<file path="config.mk">
export PLATFORM = sky130hd
export DESIGN_NAME = touch_gesture_mux
export DESIGN_NICKNAME = d
export VERILOG_FILES = /design/src/rtl/touch_pkg.sv /design/src/rtl/touch_gesture_chan.sv /design/src/rtl/touch_gesture_mux.sv
export SDC_FILE = /design/constraint.sdc
export NUM_CORES = 1
export LEC_CHECK = 0
export ABC_AREA = 1
export BUFFER_PORTS_ARGS = -buffer_cell sky130_fd_sc_hd__buf_2
export CORE_MARGIN = 3
export CORE_UTILIZATION = 55
export CTS_CLUSTER_SIZE = 25
export DETAILED_ROUTE_END_ITERATION = 8
export PLACE_DENSITY_LB_ADDON = 0.12
export SYNTH_ARGS = -nofsm -noshare
export SYNTH_HDL_FRONTEND = slang
export SYNTH_SLANG_ARGS = --single-unit
</file>
<file path="constraint.sdc">
create_clock -name clk1k_i -period 1.95 [get_ports clk1k_i]
set_input_delay 0.195 -clock clk1k_i [delete_from_list [all_inputs] [get_ports clk1k_i]]
set_output_delay 0.195 -clock clk1k_i [all_outputs]
set_load 0.02 [all_outputs]
</file>
<file path="src/rtl/touch_pkg.sv">
// rtl/touch_pkg.sv - touch gesture event codes, gesture FSM states and width helper
package touch_pkg;

    localparam logic [1:0] EVT_NONE   = 2'd0;
    localparam logic [1:0] EVT_SINGLE = 2'd1;
    localparam logic [1:0] EVT_DOUBLE = 2'd2;
    localparam logic [1:0] EVT_LONG   = 2'd3;

    typedef enum logic [1:0] {
        ST_IDLE   = 2'd0,
        ST_PRESS1 = 2'd1,
        ST_GAP    = 2'd2,
        ST_PRESS2 = 2'd3
    } gest_state_t;

    // Bits needed to index 'value' distinct items (ceil(log2(value))).
    function automatic int clog2(input int value);
        int w;
        w = 0;
        for (int i = 0; i < 31; i++) begin
            if ((1 << i) < value) w = i + 1;
        end
        return w;
    endfunction

endpackage

</file>
<file path="src/rtl/touch_gesture_chan.sv">
// rtl/touch_gesture_chan.sv - one touch channel: release filter, gesture FSM, event strobe
// Optional build macro TOUCH_REPEAT_EN: LONG at threshold plus auto-repeat while held.
module touch_gesture_chan
    import touch_pkg::*;
#(
    parameter int RELEASE_MS = 50,
    parameter int DTAP_MS    = 500,
    parameter int LONG_MS    = 1000,
    parameter int REPEAT_MS  = 200
) (
    input  logic       clk_i,
    input  logic       rstn_i,
    input  logic       touch_i,
    output logic       evt_o,
    output logic [1:0] code_o
);

    localparam int LW = (clog2(RELEASE_MS + 1) > 0) ? clog2(RELEASE_MS + 1) : 1;
    localparam int PW = (clog2(LONG_MS + 1) > 0) ? clog2(LONG_MS + 1) : 1;
    localparam int GW = (clog2(DTAP_MS + 1) > 0) ? clog2(DTAP_MS + 1) : 1;
    localparam logic [LW-1:0] REL_MAX   = LW'(RELEASE_MS);
    localparam logic [PW-1:0] PRESS_MAX = PW'(LONG_MS);
    localparam logic [GW-1:0] GAP_MAX   = GW'(DTAP_MS);

    logic          filt_q, filt_d, filt_prev_q;
    logic [LW-1:0] lowcnt_q, lowcnt_d;
    gest_state_t   state_q;
    logic [PW-1:0] press_cnt_q;
    logic [GW-1:0] gap_cnt_q;
    logic          evt_q;
    logic [1:0]    code_q;
    logic          rise, fall, press_sat;

`ifdef TOUCH_REPEAT_EN
    localparam int RW = (clog2(REPEAT_MS + 1) > 0) ? clog2(REPEAT_MS + 1) : 1;
    localparam logic [RW-1:0] REP_LAST = RW'(REPEAT_MS - 1);
    logic [RW-1:0] rep_cnt_q;
`endif

    // A press only ends after RELEASE_MS+1 consecutive low samples.
    always_comb begin
        filt_d   = filt_q;
        lowcnt_d = lowcnt_q;
        if (touch_i) begin
            filt_d   = 1'b1;
            lowcnt_d = '0;
        end else begin
            if (lowcnt_q != REL_MAX) lowcnt_d = lowcnt_q + 1'b1;
            if (lowcnt_q >= REL_MAX) filt_d = 1'b0;
        end
    end

    always_ff @(posedge clk_i or negedge rstn_i) begin
        if (!rstn_i) begin
            filt_q      <= 1'b0;
            filt_prev_q <= 1'b0;
            lowcnt_q    <= '0;
        end else begin
            filt_q      <= filt_d;
            filt_prev_q <= filt_q;
            lowcnt_q    <= lowcnt_d;
        end
    end

    assign rise      = filt_q & ~filt_prev_q;
    assign fall      = ~filt_q & filt_prev_q;
    assign press_sat = (press_cnt_q >= PRESS_MAX);

    always_ff @(posedge clk_i or negedge rstn_i) begin
        if (!rstn_i) begin
            state_q     <= ST_IDLE;
            press_cnt_q <= '0;
            gap_cnt_q   <= '0;
            evt_q       <= 1'b0;
            code_q      <= EVT_NONE;
`ifdef TOUCH_REPEAT_EN
            rep_cnt_q   <= '0;
`endif
        end else begin
            evt_q  <= 1'b0;
            code_q <= EVT_NONE;
            case (state_q)
                ST_IDLE: begin
                    if (rise) begin
                        state_q     <= ST_PRESS1;
                        press_cnt_q <= '0;
                    end
                end
                ST_PRESS1, ST_PRESS2: begin
                    if (!press_sat) press_cnt_q <= press_cnt_q + 1'b1;
                    if (fall) begin
                        if (press_sat) begin
`ifndef TOUCH_REPEAT_EN
                            evt_q  <= 1'b1;
                            code_q <= EVT_LONG;
`endif
                            state_q <= ST_IDLE;
                        end else if (state_q == ST_PRESS1) begin
                            state_q   <= ST_GAP;
                            gap_cnt_q <= '0;
                        end else begin
                            evt_q   <= 1'b1;
                            code_q  <= EVT_DOUBLE;
                            state_q <= ST_IDLE;
                        end
                    end
`ifdef TOUCH_REPEAT_EN
                    else if (press_cnt_q == PRESS_MAX - 1'b1) begin
                        evt_q     <= 1'b1;
                        code_q    <= EVT_LONG;
                        rep_cnt_q <= '0;
                    end else if (press_sat) begin
                        if (rep_cnt_q == REP_LAST) begin
                            evt_q     <= 1'b1;
                            code_q    <= EVT_LONG;
                            rep_cnt_q <= '0;
                        end else begin
                            rep_cnt_q <= rep_cnt_q + 1'b1;
                        end
                    end
`endif
                end
                ST_GAP: begin
                    if (gap_cnt_q != GAP_MAX) gap_cnt_q <= gap_cnt_q + 1'b1;
                    // A second press wins over the timeout landing in the same cycle.
                    if (rise) begin
                        state_q     <= ST_PRESS2;
                        press_cnt_q <= '0;
                    end else if (gap_cnt_q >= GAP_MAX) begin
                        evt_q   <= 1'b1;
                        code_q  <= EVT_SINGLE;
                        state_q <= ST_IDLE;
                    end
                end
                default: state_q <= ST_IDLE;
            endcase
        end
    end

    assign evt_o  = evt_q;
    assign code_o = code_q;

endmodule

</file>
<file path="src/rtl/touch_gesture_mux.sv">
// rtl/touch_gesture_mux.sv - multi-channel touch gesture decoder with arbitrated event port
// Optional build macro TOUCH_REPEAT_EN is consumed by touch_gesture_chan.
module touch_gesture_mux
    import touch_pkg::*;
#(
    parameter int N_CH       = 4,
    parameter int RELEASE_MS = 50,
    parameter int DTAP_MS    = 500,
    parameter int LONG_MS    = 1000,
    parameter int REPEAT_MS  = 200,
    localparam int CH_W      = (N_CH > 1) ? clog2(N_CH) : 1
) (
    input  logic            clk1k_i,
    input  logic            rstn_i,
    input  logic [N_CH-1:0] touch_in_i,
    output logic [N_CH-1:0] key_single_o,
    output logic [N_CH-1:0] key_double_o,
    output logic [N_CH-1:0] key_long_o,
    output logic            evt_valid_o,
    input  logic            evt_ready_i,
    output logic [CH_W-1:0] evt_ch_o,
    output logic [1:0]      evt_code_o,
    output logic            evt_ovr_o
);

    logic [N_CH-1:0] ch_evt;
    logic [1:0]      ch_code [N_CH];
    logic [N_CH-1:0] pend_q;
    logic [1:0]      pend_code_q [N_CH];
    logic [N_CH-1:0] xfer;
    logic [CH_W-1:0] sel;
    logic            ovr_q;

    for (genvar g = 0; g < N_CH; g++) begin : g_chan
        touch_gesture_chan #(
            .RELEASE_MS (RELEASE_MS),
            .DTAP_MS    (DTAP_MS),
            .LONG_MS    (LONG_MS),
            .REPEAT_MS  (REPEAT_MS)
        ) u_chan (
            .clk_i   (clk1k_i),
            .rstn_i  (rstn_i),
            .touch_i (touch_in_i[g]),
            .evt_o   (ch_evt[g]),
            .code_o  (ch_code[g])
        );
    end

    always_comb begin
        key_single_o = '0;
        key_double_o = '0;
        key_long_o   = '0;
        for (int i = 0; i < N_CH; i++) begin
            key_single_o[i] = ch_evt[i] && (ch_code[i] == EVT_SINGLE);
            key_double_o[i] = ch_evt[i] && (ch_code[i] == EVT_DOUBLE);
            key_long_o[i]   = ch_evt[i] && (ch_code[i] == EVT_LONG);
        end
    end

    // Fixed priority: the lowest-index pending channel is presented.
    always_comb begin
        sel = '0;
        for (int i = N_CH - 1; i >= 0; i--) begin
            if (pend_q[i]) sel = CH_W'(i);
        end
    end

    assign evt_valid_o = |pend_q;
    assign evt_ch_o    = sel;
    assign evt_code_o  = evt_valid_o ? pend_code_q[sel] : EVT_NONE;
    assign evt_ovr_o   = ovr_q;

    always_comb begin
        xfer = '0;
        for (int i = 0; i < N_CH; i++) begin
            xfer[i] = evt_valid_o && evt_ready_i && (sel == CH_W'(i));
        end
    end

    // A new event always lands; it only counts as an overwrite if the old one was not leaving.
    always_ff @(posedge clk1k_i or negedge rstn_i) begin
        if (!rstn_i) begin
            pend_q <= '0;
            ovr_q  <= 1'b0;
            for (int i = 0; i < N_CH; i++) pend_code_q[i] <= EVT_NONE;
        end else begin
            for (int i = 0; i < N_CH; i++) begin
                if (ch_evt[i]) begin
                    pend_q[i]      <= 1'b1;
                    pend_code_q[i] <= ch_code[i];
                    if (pend_q[i] && !xfer[i]) ovr_q <= 1'b1;
                end else if (xfer[i]) begin
                    pend_q[i] <= 1'b0;
                end
            end
        end
    end

endmodule

</file>
# [Word level (Yosys, flattened, before mapping)]
# Index checks and enable logic that the tools add are counted.
[word_totals] inputBits=7 reg_bits=141 wordCells=361 output_inout_bits=18
[classes] muxes=148 n_bitwise=17 n_addsub=12 order_cmp=13 n_reduce_logical=67 eq_ne=63
[ops] op="$mux W9" n=16
[ops] op="$mux W2" n=47
[ops] op="$mux W10" n=8
[ops] op="$pmux W10 S2" n=4
[ops] op="$pmux W9 S2" n=4
[ops] op="$mux W1" n=48
[ops] op="$mux W6" n=8
[ops] op="$add A10 B1 Y10 const B" n=4
[ops] op="$ge A10 B10 Y1 const B" n=4
[ops] op="$ne A2 B1 Y1 const B" n=20
[ops] op="$add A9 B1 Y9 const B" n=4
[ops] op="$eq A2 B2 Y1 const B" n=18
[ops] op="$ge A9 B9 Y1 const B" n=4
[ops] op="$ne A9 B9 Y1 const B" n=4
[ops] op="$reduce_bool A2 Y1" n=16
[ops] op="$add A6 B1 Y6 const B" n=4
[ops] op="$ge A6 B6 Y1 const B" n=4
[ops] op="$ne A6 B6 Y1 const B" n=4
[ops] op="$pmux W2 S3" n=4
[ops] op="$logic_and A1 B1 Y1" n=21
[ops] op="$reduce_and A5 Y1" n=4
[ops] op="$eq A2 B1 Y1 const B" n=9
[ops] op="$pmux W2 S2" n=4
[ops] op="$reduce_or A2 Y1" n=8
[ops] op="13 further kinds" n=49

# [Depth between registers and ports, before layout]
[logic_depth] word_depth=16 ltp_mapped=9 depth_no_buf=9

# [By module]
# A second synthesis with hierarchy kept.
[unflattened] hier_cells=1103 area_unflattened_um2=8201.6
[by_module_without_submodules] mod="touch_gesture_chan (g_chan[0].u_chan ...)" n_inst=3 seq_area_each_um2=800.8 area_each_um2=1859.3 cells_per_inst=245
[by_module_without_submodules] mod="touch_gesture_chan (g_chan[3].u_chan)" n_inst=1 seq_area_each_um2=800.8 area_each_um2=1879.3 cells_per_inst=257
[by_module_without_submodules] mod="touch_gesture_mux" n_inst=1 seq_area_each_um2=325.3 area_each_um2=744.5 cells_per_inst=111

# [Least setup slack after synthesis]
# Ideal clock, no wire load.
[synth_path] path_type="reg-to-output" start="reg pend_q[2]" end="out evt_code_o[0]" n_path_buf=0 path_slack_ps=535 path_stages_with_launch=10 arrival_ps=1220 path_cell_list="dfrtp_1 > inv_1 > nand2_1 > nand2_1 > nand2_1 > inv_1 > nand3_1 > nand3b_1 > nand2_1 > inv_1"
[synth_via] elab_chain_len=8 word_cells_on_any_way=9 classes_between="mux (7); bitwise (1); reduce/logical (1)"
[synth_lines] element="start: declaration" line="touch_gesture_mux.sv:28" rtl="logic [N_CH-1:0] pend_q;"
[synth_lines] element="start signal: assignment" line="touch_gesture_mux.sv:83" rtl="pend_q <= '0;"
[synth_lines] element="start signal: indexed assignment" line="touch_gesture_mux.sv:89" rtl="pend_q[i] <= 1'b1;"
[synth_lines] element="start signal: indexed assignment" line="touch_gesture_mux.sv:93" rtl="pend_q[i] <= 1'b0;"
[synth_lines] element="$mux W2 (3 in a row)" line="touch_gesture_mux.sv:64" rtl="if (pend_q[i]) sel = CH_W'(i);"
[synth_lines] element="named net evt_ch_o[0]" line="touch_gesture_mux.sv:21" rtl="output logic [CH_W-1:0] evt_ch_o,"
[synth_lines] element="$not A2 Y3 (implied by the code)" line="touch_gesture_mux.sv:70" rtl="assign evt_code_o = evt_valid_o ? pend_code_q[sel] : EVT_NONE;"
[synth_lines] element="$bmux W2 S2" line="touch_gesture_mux.sv:70"
[synth_lines] element="$mux W2 (implied by the code) (2 in a row)" line="touch_gesture_mux.sv:70"
[synth_lines] element="$mux W2" line="touch_gesture_mux.sv:70"
[synth_lines] element="end: declaration" line="touch_gesture_mux.sv:22" rtl="output logic [1:0] evt_code_o,"
# The timed path passes the listed nets, and every way through them passes these cells. The select of a mux whose other input is x is not followed.

# [Worst setup path after layout]
[layout_path] start="reg pend_q[2]" end="out evt_code_o[0]"
[layout_via] elab_chain_len=8 word_cells_on_any_way=9 classes_between="mux (7); bitwise (1); reduce/logical (1)"
[layout_lines] element="$mux W2 (3 in a row)" line="touch_gesture_mux.sv:64"
[layout_lines] element="$not A2 Y3 (implied by the code)" line="touch_gesture_mux.sv:70"
[layout_lines] element="$bmux W2 S2" line="touch_gesture_mux.sv:70"
[layout_lines] element="$mux W2 (implied by the code) (2 in a row)" line="touch_gesture_mux.sv:70"
[layout_lines] element="$mux W2 (*)" line="touch_gesture_mux.sv:70"
# Every way passes the cells marked *; elsewhere a longest branch is shown, timed or not. The select of a mux whose other input is x is not followed.

==> results.cfg <==
[sta]
min_period_ns = 1.79
timing.final.crit_share_pct = 91.8
hold_viol_final = 0
finalMaxSlewViolations = 0
fmax_mhz = 559
postLayoutSetupSlackWorst_ns = 0.160
slew-limit-headroom_pct = 68.9
setup_viol = 0
hold_ws_ns = 0.146
tightest_slew_ns = 0.467
finalClockSkew_ns = 0.00676

[logic_synthesis]
yosys-top-cells-area = dfrtp_1 (43%), nand2_1 (16%), inv_1 (6.3%), nor2_1 (6.0%), nand3_1 (5.1%)
seq_area_frac_synth_pct = 43.2
yosysTopAreaCellShare_pct = 43.2
synth_cells = 1105
ys.flop_type = dfrtp_1
synth.net_count = 1136
synth_area_um2 = 8170
avgSynthCellArea_um2 = 7.39
async_reset_ff_share_pct = 100
ys_ff_latch = 141
ys_types = 33
yosys_warnings = 0
synth_edf_count = 0
synth_top_cell_by_area = dfrtp_1

[routing]
met2_length_um = 7300
drt_pass1_iterations = 5
avgViaCountPerCell = 5.07
avgRoutedWirePerCell_um = 11.7
drt-total-wl_um = 15600
dr.max_layer_used = met4
drc = 0
dr_wl_met3_um = 534
met1Wirelength_um = 7660
antenna_left = 0
dr.first_iter.drc_count = 383
num_vias = 6805

[clock_network]
h-tree-depth = 4
root_buffer = clkbuf_16
cts_sinks = 141
clkLatencyLatePin_ns = 0.42
clock_path_buffers = 2
cts_buffers = 17
path_clk_slew_ns = 0.06
cts_tree = yes

[critical_path]
cp-startpoint = pend_q[2]$_DFFE_PN0P_
crit_fanout = 5
critPathCaptureType = output pin
cp.arrival_ns = 1.60
criticalPathCategory = reg -> out
rr_startpoint = g_chan[3].u_chan.press_cnt_q[0]$_DFFE_PN0P_
cp.required_ns = 1.75
start_kind = flop

[global_route]
grt_overflow = 0
grtUsageTotal_pct = 20.8
grt_start_max_net_pins = 44
grt_pass1_wl_um = 28200
antenna_found_initial = 0
grt_pass1_vias = 6499

[cells_and_area]
stdcell_count = 1341
drive_gt1_share_pct = 10.4
final_cell_mix = nand2_1 (344), dfrtp_1 (141), inv_1 (136)
mostFrequentLayoutCell = nand2_1
num_antenna_cells = 0
layout.nets = 1179
syn2layout_area_growth_pct = 12.9

[pwr]
ir_drop_v = 0.000627
power_density_nw_per_um2 = 812
p_leak_nw = 4.65

[floorplanning]
start_util_pct = 57.5
rows = 43
die_height_um = 128
coreArea_um2 = 14200
io_pins = 25
die_w_um = 128
dieArea_um2 = 16400

[placed_design]
dp_hpwl_um = 11200
portBuffers = 24
place_congestion = 0.846
place_inst = 1303
pre_cts_ws_ns = 0.383

[worst_hold_path]
worstHoldStart = evt_ready_i
hp-class = in -> reg

[run]
drv_cap = 0

[run_status]
outcome = complete, no violations
logic make-up (layout without fill, tap and decap cells):
group                      Yosys count  in the layout  synth area share [%]
buffers and inverters              161            217                  8.07
adders and majority gates           24             24                  3.68
DFF                                141            141                  43.2
xor gates and xnor gates            14             14                  1.50
AOI/OAI and AO/OA                  112            112                  7.83
and+or+nand+nor                    653            653                  35.7
metrics by stage:
stage                     total power [mW]  util [%]  instance area, µm²    TNS, ns
after global routing                  7.83      64.9                9220  -0.000535
after detailed placement              4.00      59.9                8510          0
final                                 7.49      64.9                9220          0
after floorplan                       3.77         -                8170          0
after CTS                             7.57      64.8                9210          0
after global placement                3.99      59.9                8510          0
state kept, by name, indices dropped and copies added, names as in the netlist:
name / cells
g_chan.u_chan.press_cnt_q: 40
g_chan.u_chan.gap_cnt_q: 36
g_chan.u_chan.lowcnt_q: 24
g_chan.u_chan.code_o: 8
g_chan.u_chan.state_q: 8
pend_code_q: 8
g_chan.u_chan.evt_o: 4
g_chan.u_chan.filt_prev_q: 4
g_chan.u_chan.filt_q: 4
pend_q: 4
evt_ovr_o: 1
worst max-delay path, stage by stage (launching register included):
cell and delay (ns):
dfrtp_1 0.40, inv_2 0.09, nand2_1 0.05, nand2_1 0.05, nand2_1 0.11, inv_2 0.09, nand3_1 0.06, nand3b_1 0.08
nand2_1 0.05, inv_1 0.04, buf_2 0.15
metal layers:
layer	up-vias	GRT usage (%)
li1	3617	-
met1	3082	27.2
met2	90	34.6
met3	16	5.13
met4	0	5.62
met5	-	0
cell usage after synthesis (5+ instances only):
master and instances:
dfrtp_1 141, inv_1 138, a21o_1 8, o31ai_1 7, o21ai_1 8, nand3_1 84
or2_2 5, nand4_1 32, o21bai_1 13, nor2_1 130, xor2_1 10, nand2_1 345
nand2_2 13, o21ai_0 51, nor3_1 12, nand2_4 5, inv_4 9, ha_1 24
a21oi_1 22, nand3_2 7, nor3b_1 5
what timing repair did:
action	4_1_cts	5_1_grt
cloned	0	0
gates resized for setup	1	4
hold buffers	5	0
setup buffers	0	1
endpoints found under the setup margin	2	2
endpoints found under the hold margin	47	0
power breakdown:
group / leakage (nW) / internal [mW] / switching (mW)
clock network: 0.310 / 2.25 / 1.27
registers: 1.85 / 3.05 / 0.177
logic: 2.48 / 0.250 / 0.485
final cells by class:
class | count | area [µm²]
clock buffer | 20 | 467
clock inverter | 12 | 183
fill | 1258 | 4980
inverter | 151 | 589
multi-input combinational | 803 | 3990
sequential | 141 | 3530
tap | 180 | 225
timing repair buffer | 34 | 239
path summary, 6_finish.rpt:
path | end | slack [ns] | depth (start not counted)
setup / recovery | evt_code_o[0] | 0.16 | 10
hold / removal | pend_q[3]$_DFFE_PN0P_ | 0.15 | 4
setup reg to reg | g_chan[3].u_chan.press_cnt_q[4]$_DFFE_PN0P_ | 0.42 | 7
hold reg to reg | g_chan[0].u_chan.filt_prev_q$_DFF_PN0_ | 0.39 | 0
max in group asynchronous | g_chan[0].u_chan.gap_cnt_q[8]$_DFFE_PN0P_ | 1.11 | 3
min in group asynchronous | g_chan[2].u_chan.press_cnt_q[0]$_DFFE_PN0P_ | 0.26 | 2
Note: power is estimated with default switching activity, not from simulation.
